==> src/rtl/sar_comp_seq.sv <==
// Successive-approximation sequencer for a dynamic latched comparator.
// It phases the comparator, synchronizes the decision, builds the code and returns it over valid/ready.
module sar_comp_seq #(
  parameter int N_BITS        = 8,
  parameter int SETTLE_CYCLES = 2,
  parameter int EVAL_TIMEOUT  = 4
) (
  input  logic              clk,
  input  logic              rst_n,
  input  logic              start,
  output logic              busy,
  output logic              comp_clk,
  output logic              comp_clkb,
  input  logic              comp_outp,
  input  logic              comp_outn,
  output logic [N_BITS-1:0] dac_code,
  output logic [N_BITS-1:0] result,
  output logic              result_valid,
  input  logic              result_ready,
  output logic              meta_err
);

  localparam int IDX_W = (N_BITS > 1) ? $clog2(N_BITS) : 1;
  localparam logic [N_BITS-1:0] MSB_CODE   = {1'b1, {(N_BITS-1){1'b0}}};
  localparam logic [3:0]        SETTLE_MIN = 4'(SETTLE_CYCLES);
  localparam logic [3:0]        EVAL_LAST  = 4'(EVAL_TIMEOUT - 1);
  localparam logic [IDX_W-1:0]  IDX_MSB    = IDX_W'(N_BITS - 1);
  localparam logic [IDX_W-1:0]  IDX_ONE    = IDX_W'(1);
  localparam logic [IDX_W-1:0]  IDX_ZERO   = {IDX_W{1'b0}};

  typedef enum logic [2:0] {
    IDLE   = 3'd0,
    SETTLE = 3'd1,
    EVAL   = 3'd2,
    DECIDE = 3'd3,
    DONE   = 3'd4
  } state_t;

  state_t            state_r;
  logic [3:0]        cnt_r;
  logic [IDX_W-1:0]  bit_idx_r;
  logic              bit_val_r;
  logic              outp_meta_r, outn_meta_r, outp_sync_r, outn_sync_r;
  logic              dec_v_s, settle_done_s, eval_done_s, comp_clk_nxt_s;
  logic [N_BITS-1:0] code_res_s, code_next_s;

  // Decision qualification, comparator phase for next cycle and next trial code
  always_comb begin
    dec_v_s       = outp_sync_r ^ outn_sync_r;
    settle_done_s = (state_r == SETTLE) && (cnt_r >= SETTLE_MIN) && outp_sync_r && outn_sync_r;
    eval_done_s   = (state_r == EVAL) && (dec_v_s || (cnt_r == EVAL_LAST));
    // The comparator evaluates only from the settled SETTLE exit until EVAL resolves
    comp_clk_nxt_s = settle_done_s || ((state_r == EVAL) && !eval_done_s);
    code_res_s            = dac_code;
    code_res_s[bit_idx_r] = bit_val_r;
    code_next_s           = code_res_s;
    if (bit_idx_r != IDX_ZERO) begin
      code_next_s[bit_idx_r - IDX_ONE] = 1'b1;
    end else begin
      code_next_s = code_res_s;
    end
  end

  // Synchronizers, comparator phase flops and conversion state machine
  always_ff @(posedge clk or negedge rst_n) begin
    if (!rst_n) begin
      state_r      <= IDLE;
      cnt_r        <= 4'd0;
      bit_idx_r    <= IDX_ZERO;
      bit_val_r    <= 1'b0;
      outp_meta_r  <= 1'b1;
      outn_meta_r  <= 1'b1;
      outp_sync_r  <= 1'b1;
      outn_sync_r  <= 1'b1;
      comp_clk     <= 1'b0;
      comp_clkb    <= 1'b1;
      busy         <= 1'b0;
      dac_code     <= {N_BITS{1'b0}};
      result       <= {N_BITS{1'b0}};
      result_valid <= 1'b0;
      meta_err     <= 1'b0;
    end else begin
      outp_meta_r <= comp_outp;
      outn_meta_r <= comp_outn;
      outp_sync_r <= outp_meta_r;
      outn_sync_r <= outn_meta_r;
      comp_clk    <= comp_clk_nxt_s;
      comp_clkb   <= ~comp_clk_nxt_s;
      case (state_r)
        IDLE: begin
          if (start) begin
            meta_err  <= 1'b0;
            dac_code  <= MSB_CODE;
            bit_idx_r <= IDX_MSB;
            cnt_r     <= 4'd0;
            busy      <= 1'b1;
            state_r   <= SETTLE;
          end
        end
        SETTLE: begin
          if (settle_done_s) begin
            cnt_r   <= 4'd0;
            state_r <= EVAL;
          end else if (cnt_r != 4'hF) begin
            cnt_r <= cnt_r + 4'd1;
          end
        end
        EVAL: begin
          // A real decision takes priority over a coincident timeout
          if (dec_v_s) begin
            bit_val_r <= outp_sync_r;
            state_r   <= DECIDE;
          end else if (cnt_r == EVAL_LAST) begin
            bit_val_r <= 1'b0;
            meta_err  <= 1'b1;
            state_r   <= DECIDE;
          end else begin
            cnt_r <= cnt_r + 4'd1;
          end
        end
        DECIDE: begin
          dac_code <= code_next_s;
          if (bit_idx_r != IDX_ZERO) begin
            bit_idx_r <= bit_idx_r - IDX_ONE;
            cnt_r     <= 4'd0;
            state_r   <= SETTLE;
          end else begin
            result       <= code_res_s;
            result_valid <= 1'b1;
            state_r      <= DONE;
          end
        end
        DONE: begin
          if (result_ready) begin
            result_valid <= 1'b0;
            busy         <= 1'b0;
            state_r      <= IDLE;
          end
        end
        default: begin
          state_r      <= IDLE;
          busy         <= 1'b0;
          result_valid <= 1'b0;
        end
      endcase
    end
  end

endmodule
==> config.mk <==
export PLATFORM = sky130hd
export DESIGN_NAME = sar_comp_seq
export DESIGN_NICKNAME = d
export VERILOG_FILES = /design/src/rtl/sar_comp_seq.sv
export SDC_FILE = /design/constraint.sdc
export NUM_CORES = 1
export LEC_CHECK = 0
export BUFFER_PORTS_ARGS = -buffer_cell sky130_fd_sc_hd__buf_2
export CORE_MARGIN = 2
export CORE_UTILIZATION = 61
export CTS_CLUSTER_DIAMETER = 60
export CTS_CLUSTER_SIZE = 40
export DETAILED_ROUTE_END_ITERATION = 16
export PLACE_DENSITY = 0.84
export SYNTH_ARGS = -nofsm -noshare
export SYNTH_HDL_FRONTEND = slang
export SYNTH_SLANG_ARGS = --single-unit
==> constraint.sdc <==
create_clock -name clk -period 4.2 [get_ports clk]
set_input_delay 0.42 -clock clk [delete_from_list [all_inputs] [get_ports clk]]
set_output_delay 0.42 -clock clk [all_outputs]
set_load 0.03 [all_outputs]
# Yosys cells after proc, flatten, opt, wreduce, memory -nomap -nowiden
# Cells that the tools add are included.
# op_classes
muxes,36
n_eq_ne,16
n_div,0
n_shift,0
magnitude_cmp,5
bitwise_logic,6
reduce_logical,27
mul,0
addsub,2
# op_table
operator,count
two-way mux 3 bit,8
two-way mux 4 bit,6
two-way mux 8 bit,2
one-hot mux 4 bit (4 select lines),1
one-hot mux 8 bit (2 select lines),1
one-hot mux 3 bit (5 select lines),1
"!= test 2 bit, second input constant",7
two-way mux 1 bit,10
AND reduction 3 bit,3
bitwise mux 8 bit,1
"< comparator 3 x 4 -> 1 bit, second input constant",2
OR 8 bit,1
AND reduction 4 bit,2
logical AND 1 bit,7
demux 1 bit (select 3 bit),2
"equality test 3 x 2 -> 1 bit, second input constant",2
"greater-or-equal comparator 3 x 1 -> 1 bit, second input constant",2
"!= test 3 x 2 -> 1 bit, second input constant",2
one-hot mux 1 bit (3 select lines),2
one-hot mux 3 bit (2 select lines),1
AND reduction 2 bit,3
AND reduction 6 bit,1
nonzero test 2 bit,3
OR reduction 3 bit,2
16 further kinds,20
# totals
rom_bits,0
mem_bits_rw,0
latchBits,0
input_bits,6
reg_bits,36
n_memories,0

# Depth between registers and ports, before layout
# logic_depth
depth_word,8
depth_mapped,7
mapped_depth_nobuf,6

# Worst setup path after synthesis
# Ideal clock, no wire load.
# synth_timing
kind,reg2reg
startpoint,register bit_idx_r[0]
endpoint,register cnt_r[0]
path_stages_with_launch,8
setup_slack_ns,2.218
synth_period_minus_slack_ns,1.982
required_ns,4.072
t_arrival_ns,1.854
path_cell_list,dfrtp_1 clkbuf_1 inv_1 ha_1 and4b_4 nor3_4 o211ai_2 mux2_1
# synth_via
elab_chain_cells,3
# synth_rtl
item,line_no,source
from (decl),41,logic [IDX_W-1:0] bit_idx_r;
from (signal assigned),124,bit_idx_r <= bit_idx_r - IDX_ONE;
nonzero test 3 bit,123,if (bit_idx_r != IDX_ZERO) begin
!= test 2 bit (no source line),n/a,
AND reduction 6 bit (no source line),n/a,
to (signal assigned),105,cnt_r <= cnt_r + 4'd1;
to (signal assigned),118,cnt_r <= cnt_r + 4'd1;
to (decl),40,logic [3:0] cnt_r;
# Every way passes these cells.
# A chain may end at the register's enable or synchronous reset.

# Final worst setup path
# Ends and elaborated chain as after synthesis.

==> metrics <==
outcome complete, no violations; setup_tns 0 ns; Compound-Gate Fraction of Synth Area 19.2%; CP max stage delay 0.55 ns; Post-Route WL 3680 um; Inserted Clock Buffers 5; Die Width 60.1 um; worst setup path end cnt_r[0]; detailed placer's ending HPWL 2590 um; core area 3030 sq um; RR Startpoint bit_idx_r[0]; multiplexer share of the synthesized area 6.64%; Rel. slew slack 48.6%; CTS tree done; startpoint type of the worst setup path flop; post-route setup slack 2.09 ns; Clock Path Buffers 2; routed via count 1504; Crit Path Category flop to flop; adder-cell share of the synthesized area 3.26%; vias in the first global route 1381; Nets 221; clock network fraction of design power 15.9%; Worst Setup SP bit_idx_r[0]; R2R cell count 6; Comb pwr share 41.6%; antenna viol nets, final 0; post-synth top area cell dfrtp_1; Peak VDD IR 320 uV; largest family of logic cells by synthesized area simple AND/OR/NAND/NOR gates; YS warnings 0; share of layout cells above drive strength 1 24.2%; final setup fails 0; WP depth 6; leakage power total 1.00 nW; switching pwr 0.518 mW; Post-route DRC 0; H-tree Lvls 2; initial antenna violation count 0; port bufs 26; Post-synth top cells dfrtp_1, a21oi_1, nor2_1; top cells by area, synth dfrtp_1, dfstp_2, a21oi_1, ha_1, mux2i_1; slowest cell on the critical path dfrtp_1; Critical R2R Capture cnt_r[0]; area delta synth->final 9.83%; Fillers 237; Seq pwr share 42.5%; crit path time final 2.11 ns; clk_skew 0.0101 ns; Critical Path Fanout Max 12; First DRT Iteration DRCs 109; clk sinks 36; most numerous cell in the Yosys netlist dfrtp_1; power per cell area 573 nW/um^2; internal power 0.692 mW; Post-synth ARST share 100%; gr usage total 24.0%; Post-Synth XOR/XNOR Area 0%; total of max-cap violations 0; cts hold-fix bufs 0; mapped cell area 1920 sq um; router iterations before antenna repair 4; Mean Syn Cell Area 10.3 sq um; ANT cells 0; Root Driver clkbuf_4; crit-path leading delay family flip-flops; Final Max Slew Viols 0; Hold Path Class input pin to async pin; Post-synth EDFFs 0; unique cell type count in the Yosys netlist 46; WL/cell 14.4 um; register area share after synthesis 47.2%; simple-gate share of the synthesized area 19.7%; RD Place Congestion 0.959; final hold viol count 0; PostCTS Resize Cnt 0; required time of the critical path 4.43 ns; Die Y 60.1 um; io pins 27; initial core utilization 63.5%; pin count of the biggest net entering global routing 37; syn nets 197; Tcrit/Tclk final 50.3%; Net Sw Frac 42.8%; RSZ-0062 raised after global routing no; post-CTS setup buffer count 0; CP cell instances inv_1, ha_1, and4b_4, nor3_4, o211ai_2, mux2_1; Vias/cell 5.90; Worst R2R Setup Slack 2.09 ns; slew of the pin with the lowest slew margin 0.771 ns; GRT Residual Overflow 0; DIE AREA 3620 sq um; Syn Inst Count 186; wire length of the first global-routing pass 6200 um; CP endpoint kind flop; Site Rows 20; post-synth top area share 40.4%; pre-CTS WS 2.12 ns; CP arrival 2.34 ns; top_reg_cell synth dfrtp_1; CTS clk-pin slew, worst paths 0.10 ns; synthesized flop and latch total 36; worst path bufs/invs 1; clock latency on the worst-skew pair 0.35 ns; Max Freq 0.474 GHz
[logic make-up after synthesis]
group	Yosys count
AND/OR/NAND/NOR	60
AO/OA/AOI/OAI	58
flip-flops	36
buffers and inverters	15
multiplexers	12
adder cells (fa/ha/maj)	5
[power groups by stage]
stage               Combinational, mW  Clock [mW]  Sequential [mW]
finish                          0.504       0.192            0.514
global route                    0.559       0.216            0.530
CTS                             0.503       0.201            0.514
detailed placement              0.496           0            0.521
global placement                0.483           0            0.515
floorplan                       0.400           0            0.515
[area by class of cell]
cell class	count	area [sq um]	area share, %
clock buffers	8	58.8	2.79
inverters	6	22.5	1.07
multi-input cells	135	937	44.4
flip-flops and latches	36	907	43.0
well taps	44	55.1	2.61
repair buffers	26	130	6.16
[worst min-delay path by stage]
stage                startpoint            to
global route          comp_outn   outn_meta_r
global placement    outp_meta_r   outp_sync_r
floorplan                 rst_n  bit_idx_r[0]
detailed placement  outp_meta_r   outp_sync_r
CTS                       rst_n     result[4]
finish                    rst_n     result[4]
[through the flow]
step | total power [mW] | area (sq um) | cells | util (%) | hold slack (ns)
floorplan | 0.915 | 1920 | 186 | - | 0.124
global placement | 0.997 | 2050 | 247 | 67.8 | 0.347
detailed placement | 1.02 | 2050 | 247 | 67.8 | 0.350
CTS | 1.22 | 2110 | 255 | 69.7 | 0.149
global route | 1.30 | 2110 | 255 | 69.7 | 0.135
finish | 1.21 | 2110 | 255 | 69.7 | 0.131
[placed cells by master (no fill, tap or decap), drive strengths merged, types with 2 or more instances in the layout]
master and count:
dfrtp 31, buf 26, a21oi 18, o21ai 17, nor2 14, nand2 12, clkbuf 8, nor3 7
inv 6, mux2i 6, mux2 6, nor2b 5, ha 5, dfstp 5, nor3b 5, a22o 4
a32oi 3, o21a 3, and2 3, a31oi 3, nand3b 3, o211ai 3, a21o 2, nand2b 2
or3 2, nand3 2, o31ai 2
[per-layer routing]
layer | vias to the layer above | GRT usage [%] | share of wire [%]
li1 | 729 | - | -
met1 | 715 | 32.1 | 45
met2 | 49 | 34.8 | 46
met3 | 11 | 8.66 | 6.6
met4 | 0 | 10.8 | 2.3
met5 | - | 0 | 0
[state kept, by name (all words and copies together), names as in the netlist, 3 cells and up]
signal	cells
dac_code	8
result	8
cnt_r	4
bit_idx_r	3
state_r	3
Power figures use the tool's default switching activity.
